$ cat src/rtl/riscv_pkg.sv
// riscv_pkg
//   Constants and types shared by the fetch stage and the decoder:
//   datapath width, the canonical NOP encoding, major opcodes and the fetch FSM
//   state enum.
package riscv_pkg;

    localparam int          XLEN = 32;
    localparam logic [31:0] NOP  = 32'h00000013;   // addi x0, x0, 0

    // Major opcodes (InstrD[6:0]), shared with main_decoder
    localparam logic [6:0] OP_LOAD   = 7'b0000011;
    localparam logic [6:0] OP_STORE  = 7'b0100011;
    localparam logic [6:0] OP_RTYPE  = 7'b0110011;
    localparam logic [6:0] OP_ITYPE  = 7'b0010011;
    localparam logic [6:0] OP_BRANCH = 7'b1100011;
    localparam logic [6:0] OP_JAL    = 7'b1101111;
    localparam logic [6:0] OP_JALR   = 7'b1100111;
    localparam logic [6:0] OP_LUI    = 7'b0110111;
    localparam logic [6:0] OP_AUIPC  = 7'b0010111;

    typedef enum logic [1:0] {
        IDLE    = 2'd0,
        FETCH   = 2'd1,
        DISCARD = 2'd2
    } fetch_state_e;

endpackage

$ cat src/rtl/fetch_fifo.sv
// fetch_fifo
//   DEPTH-entry FIFO holding {pc, instruction} pairs between instruction memory
//   and decode. Synchronous active-low reset; flush empties it in one cycle.
//   No bypass: a pushed entry becomes visible at the head the cycle after.
// Ports
//   clk, rst        clock, synchronous active-low reset
//   flush           drop all entries (wins over push/pop)
//   push, wdata     write an entry at the tail
//   pop             retire the head entry
//   rdata           head entry (undefined while empty)
//   count           number of valid entries, 0..DEPTH
//   empty           count == 0
module fetch_fifo #(
    parameter int DEPTH = 4,
    parameter int WIDTH = 64
) (
    input  logic                     clk,
    input  logic                     rst,
    input  logic                     flush,
    input  logic                     push,
    input  logic                     pop,
    input  logic [WIDTH-1:0]         wdata,
    output logic [WIDTH-1:0]         rdata,
    output logic [$clog2(DEPTH):0]   count,
    output logic                     empty
);

    localparam int AW = $clog2(DEPTH);
    localparam int CW = AW + 1;

    logic [WIDTH-1:0] mem [DEPTH];
    logic [AW-1:0]    wr_ptr;
    logic [AW-1:0]    rd_ptr;
    logic             full;
    logic             do_push;
    logic             do_pop;

    assign empty   = (count == '0);
    assign full    = (count == CW'(DEPTH));
    assign do_pop  = pop && !empty;
    // A push into a full FIFO is only safe when the head leaves in the same cycle
    assign do_push = push && (!full || do_pop);
    assign rdata   = mem[rd_ptr];

    always_ff @(posedge clk) begin
        if (!rst || flush) begin
            wr_ptr <= '0;
            rd_ptr <= '0;
            count  <= '0;
        end else begin
            // DEPTH is a power of two, so pointers wrap for free
            if (do_push) wr_ptr <= wr_ptr + AW'(1);
            if (do_pop)  rd_ptr <= rd_ptr + AW'(1);
            count <= count + CW'(do_push) - CW'(do_pop);
        end
    end

    always_ff @(posedge clk) begin
        if (do_push) mem[wr_ptr] <= wdata;
    end

endmodule

$ cat src/rtl/instr_fetch_queue.sv
// instr_fetch_queue
//   Fetch stage feeding decode. Owns the PC, issues one word read at a time to
//   instruction memory, buffers returned words in fetch_fifo and presents the
//   head with pre-sliced opcode fields. A redirect (PCSrc) reloads the PC,
//   flushes the FIFO and discards the response of any in-flight request.
// Ports
//   clk, rst                  clock, synchronous active-low reset
//   imem_req/addr/gnt         request handshake, word address = PC
//   imem_rvalid/rdata         in-order response, one per granted request
//   PCSrc, PCTarget           redirect pulse and target
//   dec_ready                 decode consumes the head this cycle
//   instr_valid, InstrD, PCD  head entry (InstrD = NOP when empty)
//   Op, funct3, funct7        InstrD[6:0], InstrD[14:12], InstrD[30]
//   fetch_cnt, flush_cnt      pop / redirect counters, only when
//                             FETCH_PERF_CNT_EN is defined
//
// state   | meaning
// IDLE    | one cycle after reset, no requests
// FETCH   | issue requests while FIFO + in-flight has room
// DISCARD | wrong-path request in flight; drop its response
module instr_fetch_queue
    import riscv_pkg::*;
#(
    parameter int               XLEN     = riscv_pkg::XLEN,
    parameter int               DEPTH    = 4,
    parameter logic [XLEN-1:0]  RESET_PC = '0
) (
    input  logic             clk,
    input  logic             rst,
    output logic             imem_req,
    output logic [XLEN-1:0]  imem_addr,
    input  logic             imem_gnt,
    input  logic             imem_rvalid,
    input  logic [31:0]      imem_rdata,
    input  logic             PCSrc,
    input  logic [XLEN-1:0]  PCTarget,
    input  logic             dec_ready,
    output logic             instr_valid,
    output logic [31:0]      InstrD,
    output logic [XLEN-1:0]  PCD,
    output logic [6:0]       Op,
    output logic [2:0]       funct3,
    output logic             funct7
`ifdef FETCH_PERF_CNT_EN
    ,
    output logic [31:0]      fetch_cnt,
    output logic [31:0]      flush_cnt
`endif
);

    localparam int CW = $clog2(DEPTH) + 1;

    fetch_state_e          state_q, state_d;
    logic [XLEN-1:0]       pc_q, pc_d;
    logic                  outst_q, outst_d;
    logic [XLEN-1:0]       req_pc_q;

    logic                  push, pop, flush, grant;
    logic [CW-1:0]         fifo_count;
    logic                  fifo_empty;
    logic [XLEN+31:0]      head;
    logic [CW:0]           occ;
    logic                  unused_target_lsbs;

    assign unused_target_lsbs = ^PCTarget[1:0];

    assign occ       = {1'b0, fifo_count} + {{CW{1'b0}}, outst_q};
    assign imem_addr = pc_q;
    assign pop       = instr_valid && dec_ready && !PCSrc;

    always_comb begin
        state_d  = state_q;
        pc_d     = pc_q;
        outst_d  = outst_q;
        imem_req = 1'b0;
        grant    = 1'b0;
        push     = 1'b0;
        flush    = 1'b0;

        case (state_q)
            IDLE: state_d = FETCH;
            FETCH: begin
                // A response arriving this cycle frees the single request slot
                imem_req = (!outst_q || imem_rvalid) && (occ < (CW+1)'(DEPTH));
                grant    = imem_req && imem_gnt;
                push     = imem_rvalid && outst_q && !PCSrc;
                if (grant) begin
                    outst_d = 1'b1;
                    pc_d    = pc_q + XLEN'(4);
                end else if (imem_rvalid) begin
                    outst_d = 1'b0;
                end
            end
            DISCARD: begin
                if (imem_rvalid) begin
                    outst_d = 1'b0;
                    state_d = FETCH;
                end
            end
            default: state_d = IDLE;
        endcase

        // Redirect overrides the PC; a same-cycle grant still leaves a
        // (wrong-path) request in flight, so its response must be discarded.
        if (PCSrc) begin
            pc_d    = {PCTarget[XLEN-1:2], 2'b00};
            flush   = 1'b1;
            state_d = outst_d ? DISCARD : FETCH;
        end
    end

    always_ff @(posedge clk) begin
        if (!rst) begin
            state_q  <= IDLE;
            pc_q     <= RESET_PC;
            outst_q  <= 1'b0;
            req_pc_q <= RESET_PC;
        end else begin
            state_q <= state_d;
            pc_q    <= pc_d;
            outst_q <= outst_d;
            if (grant) req_pc_q <= pc_q;
        end
    end

    fetch_fifo #(
        .DEPTH (DEPTH),
        .WIDTH (XLEN + 32)
    ) u_fifo (
        .clk   (clk),
        .rst   (rst),
        .flush (flush),
        .push  (push),
        .pop   (pop),
        .wdata ({req_pc_q, imem_rdata}),
        .rdata (head),
        .count (fifo_count),
        .empty (fifo_empty)
    );

    assign instr_valid = !fifo_empty;
    assign InstrD      = instr_valid ? head[31:0] : NOP;
    assign PCD         = instr_valid ? head[XLEN+31:32] : RESET_PC;
    assign Op          = InstrD[6:0];
    assign funct3      = InstrD[14:12];
    assign funct7      = InstrD[30];

`ifdef FETCH_PERF_CNT_EN
    always_ff @(posedge clk) begin
        if (!rst) begin
            fetch_cnt <= '0;
            flush_cnt <= '0;
        end else begin
            if (pop)   fetch_cnt <= fetch_cnt + 32'd1;
            if (PCSrc) flush_cnt <= flush_cnt + 32'd1;
        end
    end
`endif

endmodule

$ cat config.mk
export PLATFORM = sky130hd
export DESIGN_NAME = instr_fetch_queue
export DESIGN_NICKNAME = d
export VERILOG_FILES = /design/src/rtl/riscv_pkg.sv /design/src/rtl/fetch_fifo.sv /design/src/rtl/instr_fetch_queue.sv
export SDC_FILE = /design/constraint.sdc
export NUM_CORES = 1
export LEC_CHECK = 0
export BUFFER_PORTS_ARGS = -buffer_cell sky130_fd_sc_hd__clkbuf_2
export CORE_ASPECT_RATIO = 2
export CORE_MARGIN = 2
export CORE_UTILIZATION = 30
export CTS_BUF_LIST = sky130_fd_sc_hd__clkbuf_4
export DETAILED_ROUTE_END_ITERATION = 7
export SYNTH_ARGS = -nofsm -noshare
export SYNTH_HDL_FRONTEND = slang
export SYNTH_HIERARCHICAL = 1
export SYNTH_SLANG_ARGS = --single-unit
$ cat constraint.sdc
create_clock -name clk -period 4.1 [get_ports clk]
set_input_delay 0.82 -clock clk [delete_from_list [all_inputs] [get_ports clk]]
set_output_delay 0.82 -clock clk [all_outputs]
set_load 0.1 [all_outputs]
==> results.tsv, run 1 <==
stage	metric	value	unit
job	Max-Cap Viols	0	
clock_network	clk buf depth	3	
floorplanning	overall die height	300.9	µm
timing	setup_tns	0	ns
global_route	GRT Overall Usage	13.13	%
worst_setup_path	RR Startpoint	u_fifo/count[2]	
placed_design	DP Area	14740	µm²
finish	Non-Filler Instances	1651	
timing	Final Critical Period	3.725	ns
synthesis	post-synth top area share	58.14	%
global_route	global-route wire length before repair	45.95	mm
clock_network	TritonCTS clock tree	yes	
power	P_sw	1.591	mW
finish	Area growth syn-to-layout	18.93	%
min_path	hold worst-path end	imem_addr[31]	
timing	Worst-Margin Slew	1.115	ns
clock_network	clk_lat worst skew	0.74	ns
min_path	HP Start	PCTarget[31]	
clock_network	H-tree depth	3	
synthesis	Synth Register Bits	328	
drt	post-DR wirelength/cell	18.14	µm
synthesis	Synth area leaders	edfxtp_1, dfxtp_1, mux4_2, nor2b_1, nand2_1	
power	Flop pwr share	54.7	%
synthesis	Synth Flop Type	edfxtp_1	
clock_network	cts bufs inserted	74	
drt	first-iteration detailed-routing DRC count	272	
worst_setup_path	crit-path cells	buf_12, mux4_2, nor2b_1, clkbuf_2	
clock_network	Post-CTS Setup Bufs	0	
placed_design	Inst Count DP	1522	
worst_setup_path	WP depth	4	
worst_setup_path	reg2reg path depth	13	
timing	Slew Limit Fails	0	
synthesis	number of synthesized flops with an enable pin	256	
floorplanning	core area	43510	µm²
synthesis	Avg Inst Size Synth	15.87	µm²
worst_setup_path	worst path bufs/invs	2	
timing	clock skew	0.05203	ns
floorplanning	DIE AREA	45870	µm²
power	Int Power	5.105	mW
worst_setup_path	crit-path max FO	34	
worst_setup_path	Crit Path Class	flip-flop to primary output	
synthesis	Mapped Area	13220	µm²
timing	Max Fclk	268.4	MHz
status	outcome	complete, no violations	
drt	DR pass1 iterations	4	
synthesis	Post-Syn Instances	833	
synthesis	Netlist cell types	53	
min_path	Hold Path Class	input pin to flip-flop	
global_route	initial antenna violation count	3	
timing	final hold violations	0	
clock_network	Resized Gates After CTS	0	
clock_network	CTS clk-pin slew, worst paths	0.07	ns
power	Peak VDD IR	0.0002424	V
worst_setup_path	Data arrival, critical path	2.91	ns
worst_setup_path	RR Endpoint	u_fifo/count[2]	
finish	final net count	1129	
timing	part of the cycle the worst path needs	90.86	%
worst_setup_path	WP data required	3.28	ns
global_route	largest net degree at the start of global routing	69	
floorplanning	# IOs	179	
power	Sw Ratio	23.77	%
worst_setup_path	Worst path top cell family by delay	buffers and inverters	
clock_network	Hold-fix buffers, CTS	0	
clock_network	clock sinks	328	
drt	Via Count	7703	
power	Power Density	425.9	nW/µm²
global_route	vias in the first global route	8188	
drt	DR vias/cell	4.666	
power	total power	6.696	mW
drt	Routed WL	29.96	mm
worst_setup_path	CP Launch Type	flip-flop	
drt	remaining routing DRC violations	0	
power	Clk pwr share	39.6	%
floorplanning	FP Rows	108	
timing	Final setup viols	0	
min_path	hold path depth	2	
synthesis	area leader, netlist	edfxtp_1	
worst_setup_path	Worst Setup End Kind	primary output	
power	P_leak	5.595	nW
placed_design	input/output buffers	174	
worst_setup_path	critical path's largest stage delay	0.63	ns
timing	RSZ-0062 raised after global routing	false	
synthesis	Async SR Flop Fraction	0	%
synthesis	Seq/Total Area, Yosys	69.05	%
finish	layout cell share with drive strength beyond 1	35.09	%
placed_design	DP HPWL	19.19	mm
synthesis	YS warnings	6	
power	Comb pwr share	5.7	%
finish	finished layout cell area	15720	µm²
global_route	global route total overflow	0	
worst_setup_path	FF-to-FF setup slack	1.06	ns
placed_design	placer's final routability congestion estimate	0.7971	
timing	Relative slew margins	25.68	%
floorplanning	initial core utilization	30.39	%
floorplanning	Die X-Extent	152.4	µm
clock_network	root buf cell	clkbuf_4	
drt	Antenna Nets Post-Route	0	
worst_setup_path	slowest CP cell	dfxtp_4	
-- sequential cells by signal, indices dropped and copies added, names as in the netlist, named ones only --
| register | count |
|---|---|
| u_fifo/rd_ptr | 2 |
| imem_addr | 30 |
| req_pc_q | 30 |
| u_fifo/wr_ptr | 2 |
| state_q | 2 |
| u_fifo/mem | 256 |
| u_fifo/count | 3 |
-- how the worst max path moves through the flow --
stage                   start              end  slack, ns
CTS                 flip-flop          PCD[12]       0.15
floorplan           flip-flop       InstrD[30]       0.22
global placement    dec_ready  u_fifo/count[2]       0.79
finish              flip-flop           PCD[8]       0.37
global route        flip-flop          PCD[12]       0.11
detailed placement  dec_ready  u_fifo/count[2]       0.80
-- metrics by stage --
step                utilization, %  worst slack [ns]  hold WS (ns)
global placement             33.88            0.7866        0.4604
CTS                          36.13            0.1470        0.1728
floorplan                        -            0.2229        0.4591
detailed placement           33.88            0.7985        0.4792
global route                 36.14            0.1103        0.2091
finish                       36.14            0.3748        0.2988
-- logic make-up (layout without fill, tap and decap cells) --
family	count (synthesis)	in the layout	synth area share [%]
adders and majority gates	11	11	1.098
buffers and inverters	74	332	2.621
other	1	11	0.02836
AOI/OAI and AO/OA	111	111	5.584
muxes	65	65	10.98
DFF	328	328	69.05
xor gates and xnor gates	26	26	1.722
and+or+nand+nor	217	217	8.924
-- area by class of cell --
cell class	count	area (µm²)
fillers	4196	27790
flip-flops and latches	328	9136
multi-input cells	440	3807
repair buffers	191	1061
clock buffers	102	765.7
well taps	550	688.2
clock inverters	26	214.0
inverters	13	48.80
diodes	1	2.502
-- cells in the mapped netlist, types with 13 or more instances --
| cell | instances |
|---|---|
| nand2_1 | 75 |
| a21oi_1 | 23 |
| nor2b_1 | 64 |
| dfxtp_1 | 72 |
| mux4_2 | 64 |
| nand4_1 | 14 |
| inv_1 | 13 |
| buf_2 | 15 |
| xor2_1 | 17 |
| o21ai_0 | 32 |
| a21boi_0 | 32 |
| buf_4 | 13 |
| clkbuf_1 | 32 |
| edfxtp_1 | 256 |
-- worst reg2reg max path: stages, from the launching register on --
cell and delay [ns]:
dfxtp_1 0.40, nor3_2 0.25, inv_1 0.08, and3_1 0.19, or4b_1 0.63, and2_4 0.23
inv_1 0.05, ha_1 0.13, inv_1 0.04, ha_1 0.18, fa_1 0.38, xnor2_1 0.19
xnor2_1 0.14, nor2_1 0.05
-- metal layers --
layer / track usage (%) / part of all wire (%) / vias up / wire [µm]
met5: 0 / 0.043 / - / 13
met4: 5.622 / 2.7 / 2 / 794
met3: 3.425 / 5.5 / 52 / 1642
met2: 24.82 / 55 / 226 / 16470
met1: 13.61 / 37 / 3804 / 11040
li1: - / - / 3619 / -
-- cells in the final DEF, fill, tap and decap left out, types with 12 or more instances in the layout --
cell,count
a21boi_0,32
a21oi_1,23
buf_4,12
clkbuf_2,174
clkbuf_4,102
clkinv_1,16
dfxtp_1,70
edfxtp_1,256
inv_1,13
mux4_2,64
nand2_1,75
nand4_1,14
nor2b_1,64
o21ai_0,32
xor2_1,17
-- power groups by stage --
stage               sequential [mW]  combinational [mW]  clock, mW
global route                   3.67               0.410       2.91
detailed placement             3.74               0.385          0
finish                         3.66               0.383       2.65
floorplan                      3.86               0.139          0
CTS                            3.66               0.386       2.78
global placement               3.73               0.380          0
Power figures use the tool's default switching activity.
==> inputs of run 2 (changes only) <==
--- a/config.mk
+++ b/config.mk
@@ -7,4 +7,6 @@
 export LEC_CHECK = 0
 export BUFFER_PORTS_ARGS = -buffer_cell sky130_fd_sc_hd__clkbuf_2
+export CELL_PAD_IN_SITES_DETAIL_PLACEMENT = 1
+export CELL_PAD_IN_SITES_GLOBAL_PLACEMENT = 1
 export CORE_ASPECT_RATIO = 2
 export CORE_MARGIN = 2
@@ -12,4 +14,5 @@
 export CTS_BUF_LIST = sky130_fd_sc_hd__clkbuf_4
 export DETAILED_ROUTE_END_ITERATION = 7
+export PLACE_DENSITY_LB_ADDON = 0.1
 export SYNTH_ARGS = -nofsm -noshare
 export SYNTH_HDL_FRONTEND = slang
==> constraint.sdc (replaced) <==
create_clock -name clk -period 4.1 [get_ports clk]
set_input_delay 0.82 -clock clk [delete_from_list [all_inputs] [get_ports clk]]
set_output_delay 0.82 -clock clk [all_outputs]
set_load 0.01 [all_outputs]
==> run 2 against run 1 <==
  * Die area stayed put
  * Maximum frequency grew 7.5%
  * Routed wire length increased by 8.8%
  * Global-route usage up 1.4 points
  * Final area about the same
  * Clock-buffer cell count up 13
  * Power fell by 2.3%
  * First-iteration DRC count down 4.8%
  * Clock skew down 0.010 ns
  * Sequential share of layout area is essentially flat
  * Register-to-register slack gained 0.03 ns
  * Worst setup slack gained 0.26 ns
  * Largest cell class unchanged
==> results.tsv, run 2 (synthesis results as in run 1) <==
stage	metric	value	unit	change
finish	Util after Layout	36.11	%	about the same
placed_design	placer's final routability congestion estimate	0.6929		-13%
global_route	met2 usage	28.09	%	+3.3 points
floorplanning	overall die height	300.9	µm	unchanged
worst_setup_path	crit-path cells	buf_12, mux4_2, or2_2, clkbuf_2		
floorplanning	Die X-Extent	152.4	µm	unchanged
finish	Layout fillers	4648		+11%
global_route	GRT Overall Usage	14.49	%	+1.4 points
timing	Fin Hold WS	0.3157	ns	+0.01693 ns
floorplanning	FP Rows	108		unchanged
timing	RSZ-0062 raised after global routing	false		
job	Max-Cap Viols	0		unchanged
clock_network	cts bufs inserted	79		+6.8%
global_route	global-route wire length before repair	50.69	mm	+10%
drt	DR vias/cell	4.660		-0.11%
worst_setup_path	RR Startpoint	u_fifo/count[2]		
worst_setup_path	WP data required	3.28	ns	about the same
drt	Routed WL	32.58	mm	+8.8%
global_route	largest net degree at the start of global routing	66		-4.3%
floorplanning	# IOs	179		unchanged
timing	Final setup viols	0		unchanged
drt	post-DR wirelength/cell	19.54	µm	+7.7%
finish	multi-input logic area	3807	µm²	unchanged
min_path	Hold Path Class	input pin to flip-flop		
global_route	vias in the first global route	8688		+6.1%
worst_setup_path	crit-path max FO	20		-41%
finish	Area growth syn-to-layout	18.85	%	about the same
clock_network	root buf cell	clkbuf_4		
placed_design	DP Area	14690	µm²	-0.32%
finish	finished layout cell area	15710	µm²	about the same
global_route	global route total overflow	0		unchanged
worst_setup_path	CP Launch Type	flip-flop		
clock_network	TritonCTS clock tree	yes		
min_path	HP Start	imem_rdata[0]		
global_route	most used routing layer	met2		
worst_setup_path	slowest CP cell	dfxtp_4		
timing	Relative slew margins	29.43	%	+3.8 points
clock_network	Hold-fix buffers, CTS	0		unchanged
clock_network	clk_lat worst skew	0.74	ns	about the same
worst_setup_path	Data arrival, critical path	2.64	ns	-0.27 ns
finish	layout cell share with drive strength beyond 1	35.73	%	+0.64 points
clock_network	H-tree depth	3		unchanged
finish	largest reg by FF count	u_fifo/mem		
power	Peak VDD IR	0.0002006	V	-17%
clock_network	clk buf depth	3		unchanged
drt	DR pass1 iterations	4		unchanged
finish	commonest cells after routing, fill and taps aside	edfxtp_1, clkbuf_2, clkbuf_4		
timing	setup_tns	0	ns	unchanged
timing	clock skew	0.04197	ns	-0.01006 ns
timing	part of the cycle the worst path needs	84.51	%	-6.4 points
worst_setup_path	Crit Path Class	flip-flop to primary output		
placed_design	DP HPWL	21.13	mm	+10%
finish	FF/Latch Area	9136	µm²	unchanged
timing	Final Critical Period	3.465	ns	-0.2604 ns
drt	remaining routing DRC violations	0		unchanged
clock_network	Resized Gates After CTS	0		unchanged
drt	Antenna Nets Post-Route	0		unchanged
timing	Slew Limit Fails	0		unchanged
timing	final hold violations	0		unchanged
floorplanning	initial core utilization	30.39	%	unchanged
power	Power Density	416.4	nW/µm²	-2.2%
finish	max reg flops	256		unchanged
finish	commonest non-fill, non-tap cell in the layout	edfxtp_1		
finish	final net count	1131		+0.18%
drt	Via Count	7769		+0.86%
worst_setup_path	critical path's largest stage delay	0.65	ns	+0.02 ns
worst_setup_path	worst path bufs/invs	2		unchanged
clock_network	clock sinks	328		unchanged
timing	Max Fclk	288.6	MHz	+7.5%
worst_setup_path	Worst path top cell family by delay	flip-flops		
power	P_leak	5.612	nW	+0.30%
floorplanning	core area	43510	µm²	unchanged
floorplanning	DIE AREA	45870	µm²	unchanged
drt	first-iteration detailed-routing DRC count	259		-4.8%
timing	Worst-Margin Slew	1.058	ns	-0.05634 ns
placed_design	input/output buffers	174		unchanged
global_route	met1 GRT Util	15.13	%	+1.5 points
global_route	grt met3 use	2.994	%	-0.43 points
clock_network	CTS clk-pin slew, worst paths	0.07	ns	about the same
global_route	initial antenna violation count	1		-2
clock_network	Post-CTS Setup Bufs	0		unchanged
status	outcome	complete, no violations		
worst_setup_path	Worst Setup End Kind	primary output		
==> run 2: layout make-up <==
cell class	instances	share of cell area, %
tap	550	4.379
multi-input combinational	440	24.23
antenna	3	0.04777
clock inverter	30	0.9475
clock buffer	115	5.494
timing repair buffer	188	6.450
inverter	13	0.3105
sequential	328	58.14
==> run 2: through the flow <==
step | worst slack (ns) | power [mW] | instances
after floorplan | 0.7550 | 3.837 | 842
after global placement | 0.5837 | 3.959 | 1519
after detailed placement | 0.5372 | 3.961 | 1519
after CTS | 0.4510 | 6.700 | 1664
after global routing | 0.4106 | 6.871 | 1665
final | 0.6352 | 6.544 | 1667
==> run 2: path summary, 6_finish.rpt <==
kind	slack, ns	cells past startpoint	endpoint
worst max-delay path	0.64	4	InstrD[0]
worst min-delay path	0.32	1	u_fifo/mem[1][0]
worst max register to register	1.09	13	u_fifo/count[2]
worst min register to register	0.50	2	flip-flop
==> run 2: metal layers <==
metal	vias up	wire [µm]	part of all wire, %
met5	-	0	0
met4	0	707	2.2
met3	50	1425	4.4
met2	214	18300	56
met1	3863	12150	37
li1	3642	-	-
==> run 2: worst reg2reg max path: cells and delay by family (launching register included) <==
kind / cells / cell delay, ns
XOR/XNOR: 2 / 0.32
buffers and inverters: 3 / 0.16
flip-flops: 1 / 0.41
adder cells (fa/ha/maj): 3 / 0.67
AND/OR/NAND/NOR: 5 / 1.34
==> run 2: report_power, final <==
part / internal (mW) / switching [mW] / total, mW
registers: 3.61 / 0.0546 / 3.66
clock network: 1.36 / 1.30 / 2.67
logic: 0.0887 / 0.130 / 0.219
total: 5.06 / 1.49 / 6.54
==> inputs of run 3 (changes only) <==
Settings changed: ABC_AREA from default to 1.
Clock period 4.1 ns to 3.15 ns, I/O delays scaled along.
==> run 3 against run 2 <==
  * Combinational power rose to 3.4 times the previous value
  * Critical path depth rose by 2
  * Non-clock buffer count grew 9
  * Clock skew increased by 0.026 ns
  * Die area is 5.7% higher
  * Highest routed layer unchanged
  * Critical endpoint is now Op[0]
  * Clock-buffer cell count decreased by 9
  * Sequential power up 40%
==> results.tsv, run 3 <==
stage	metric	value	unit	change
clock_network	root buf cell	clkbuf_4		
global_route	initial antenna violation count	1		unchanged
power	Power Density	566.6	nW/µm²	+36%
floorplanning	FP Rows	112		+3.7%
drt	post-DR wirelength/cell	17.89	µm	-8.5%
clock_network	H-tree depth	3		unchanged
worst_setup_path	crit-path max FO	26		+30%
synthesis	Netlist cell types	37		-30%
global_route	met1 GRT Util	20.39	%	+5.3 points
worst_setup_path	slowest CP cell	dfxtp_2		
finish	commonest non-fill, non-tap cell in the layout	nor2_1		
synthesis	Synth Flop Type	edfxtp_1		
timing	setup_tns	0	ns	unchanged
synthesis	top-count cell post-synth	nor2_1		
worst_setup_path	Crit Path Class	flip-flop to primary output		
synthesis	Synth area leaders	edfxtp_1, dfxtp_1, nor2_1, o21ai_0, nand2_1		
power	P_sw	2.441	mW	+64%
placed_design	placer's final routability congestion estimate	0.7881		+14%
timing	part of the cycle the worst path needs	92.81	%	
synthesis	Synth Register Bits	328		unchanged
clock_network	clock sinks	328		unchanged
clock_network	CTS clk-pin slew, worst paths	0.07	ns	about the same
power	Flop pwr share	54.6	%	-1.3 points
power	total power	9.379	mW	+43%
finish	Non-Filler Instances	2244		+35%
timing	final hold violations	0		unchanged
global_route	vias in the first global route	11070		+27%
timing	Worst-Margin Slew	0.6573	ns	-0.4012 ns
drt	DR pass1 iterations	6		+2
global_route	global route total overflow	0		unchanged
global_route	largest net degree at the start of global routing	129		+95%
floorplanning	overall die height	309.5	µm	+2.9%
synthesis	Post-Syn Instances	1352		+62%
placed_design	Inst Count DP	2103		+38%
power	Sw Ratio	26.03	%	+3.3 points
drt	first-iteration detailed-routing DRC count	373		+44%
synthesis	post-synth top area share	54.92	%	-3.2 points
worst_setup_path	critical path's largest stage delay	0.36	ns	-0.29 ns
finish	final net count	1639		+45%
global_route	met2 usage	28.43	%	+0.34 points
synthesis	Async SR Flop Fraction	0	%	unchanged
worst_setup_path	reg2reg path depth	15		+2
placed_design	DP Area	15500	µm²	+5.5%
placed_design	DP HPWL	24.81	mm	+17%
power	Peak VDD IR	0.0002367	V	+18%
status	outcome	complete, no violations		
timing	Relative slew margins	56.08	%	+27 points
power	Clk pwr share	37.5	%	-3.2 points
clock_network	cts bufs inserted	79		unchanged
drt	DR vias/cell	4.643		-0.36%
min_path	Hold Path Class	input pin to flip-flop		
global_route	global-route wire length before repair	61.25	mm	+21%
timing	clock skew	0.06804	ns	+0.02608 ns
timing	RSZ-0062 raised after global routing	false		
finish	Area growth syn-to-layout	18.27	%	
worst_setup_path	CP Launch Type	flip-flop		
job	Max-Cap Viols	0		unchanged
clock_network	clk buf depth	3		unchanged
synthesis	Post-synth top cells	nor2_1, edfxtp_1, nand2_1		
synthesis	number of synthesized flops with an enable pin	256		unchanged
power	Comb pwr share	7.8	%	+4.5 points
finish	max reg flops	256		unchanged
drt	Antenna Nets Post-Route	0		unchanged
timing	Final Critical Period	2.923	ns	
timing	Slew Limit Fails	0		unchanged
drt	Routed WL	40.14	mm	+23%
finish	largest reg by FF count	u_fifo/mem		
finish	layout cell share with drive strength beyond 1	22.15	%	-14 points
floorplanning	Die X-Extent	156.7	µm	+2.8%
placed_design	input/output buffers	174		unchanged
synthesis	Seq/Total Area, Yosys	65.22	%	-3.8 points
clock_network	clk_lat worst skew	0.75	ns	about the same
drt	Via Count	10420		+34%
synthesis	Mapped Area	14000	µm²	+5.9%
finish	commonest cells after routing, fill and taps aside	nor2_1, edfxtp_1, clkbuf_2		
floorplanning	core area	46380	µm²	+6.6%
floorplanning	# IOs	179		unchanged
timing	Max Fclk	342.1	MHz	
clock_network	Post-CTS Setup Bufs	0		unchanged
floorplanning	DIE AREA	48510	µm²	+5.7%
synthesis	YS warnings	6		unchanged
global_route	GRT Overall Usage	16.45	%	+2.0 points
global_route	most used routing layer	met2		
finish	finished layout cell area	16550	µm²	+5.4%
global_route	grt met3 use	2.975	%	-0.018 points
clock_network	TritonCTS clock tree	yes		
worst_setup_path	crit-path cells	clkinv_2, buf_12, o21ai_1, o22ai_1, or2_2, clkbuf_2		
min_path	hold path depth	1		unchanged
worst_setup_path	Worst Setup End Kind	primary output		
synthesis	area leader, netlist	edfxtp_1		
worst_setup_path	Data arrival, critical path	2.29	ns	-0.35 ns
power	Int Power	6.938	mW	+37%
synthesis	Avg Inst Size Synth	10.35	µm²	-35%
worst_setup_path	WP data required	2.52	ns	-0.76 ns
finish	Util after Layout	35.69	%	-0.42 points
power	P_leak	6.365	nW	+13%
drt	remaining routing DRC violations	0		unchanged
floorplanning	initial core utilization	30.18	%	-0.21 points
timing	Final setup viols	0		unchanged
run 3: cell types whose count changed in the layout (fill, tap and decap cells not counted), moves of 75 or more:
cell and delta:
inv_1 +121, nand2_1 +75, o21ai_0 +96, nor2_1 +252
run 3: cell type report:
cell class / instances / area, µm²
clock inverters: 33 / 210.2
flip-flops and latches: 328 / 9134
clock buffers: 106 / 795.8
well taps: 627 / 784.5
multi-input cells: 812 / 3881
inverters: 140 / 534.3
repair buffers: 197 / 1212
diodes: 1 / 2.502
fillers: 5276 / 29830
run 3: metal layers:
layer / part of all wire, % / wire length [µm]
met5: 0 / 0
met4: 2.3 / 912
met3: 4.1 / 1636
met2: 50 / 19950
met1: 44 / 17650
run 3: what timing repair did:
item / CTS / global route
resized for setup: 3 / 3
cloned: 0 / 1
setup endpoints to repair: 35 / 12
pin swaps: 0 / 0
hold buffers: 0 / 0
endpoints found under the hold margin: 0 / 0
run 3: kinds of logic (layout without fill, tap and decap cells):
logic type / Yosys count / in the layout / share of synthesized area [%]
xor gates and xnor gates: 12 / 12 / 0.7509
AOI/OAI and AO/OA: 312 / 312 / 11.84
adders and majority gates: 11 / 11 / 1.037
DFF: 328 / 328 / 65.22
and+or+nand+nor: 467 / 467 / 13.59
buffers and inverters: 221 / 476 / 7.545
other: 1 / 11 / 0.02679
run 3: worst max-delay path: cells and delay by family (launching register included):
family | cells | cell delay (ns)
buffers and inverters | 3 | 0.77
flip-flops | 1 | 0.36
AND/OR/NAND/NOR | 1 | 0.28
AO/OA/AOI/OAI | 2 | 0.17
run 3: stage by stage:
step / setup WS (ns) / hold slack, ns
6_report: 0.2266 / 0.1009
5_1_grt: 0.01704 / 0.04490
4_1_cts: 0.02417 / 0.004524
3_5_place_dp: 0.3830 / 0.4916
3_3_place_gp: 0.4498 / 0.4748
2_1_floorplan: -0.5246 / 0.4549
run 3: path summary, 6_finish.rpt:
kind,slack [ns],from,endpoint
max,0.23,flip-flop,Op[0]
min,0.10,imem_rdata[14],u_fifo/mem[3][14]
max reg2reg,0.46,u_fifo/count[2],u_fifo/count[2]
min reg2reg,0.47,req_pc_q[12],u_fifo/mem[1][44]
run 3: power by group through the flow:
| stage | registers [mW] | logic, mW | clock network [mW] |
|---|---|---|---|
| 6_report | 5.13 | 0.734 | 3.52 |
| 5_1_grt | 5.16 | 0.841 | 3.87 |
| 4_1_cts | 5.13 | 0.755 | 3.69 |
| 3_5_place_dp | 5.22 | 0.748 | 0 |
| 3_3_place_gp | 5.20 | 0.724 | 0 |
| 2_1_floorplan | 5.15 | 0.483 | 0 |
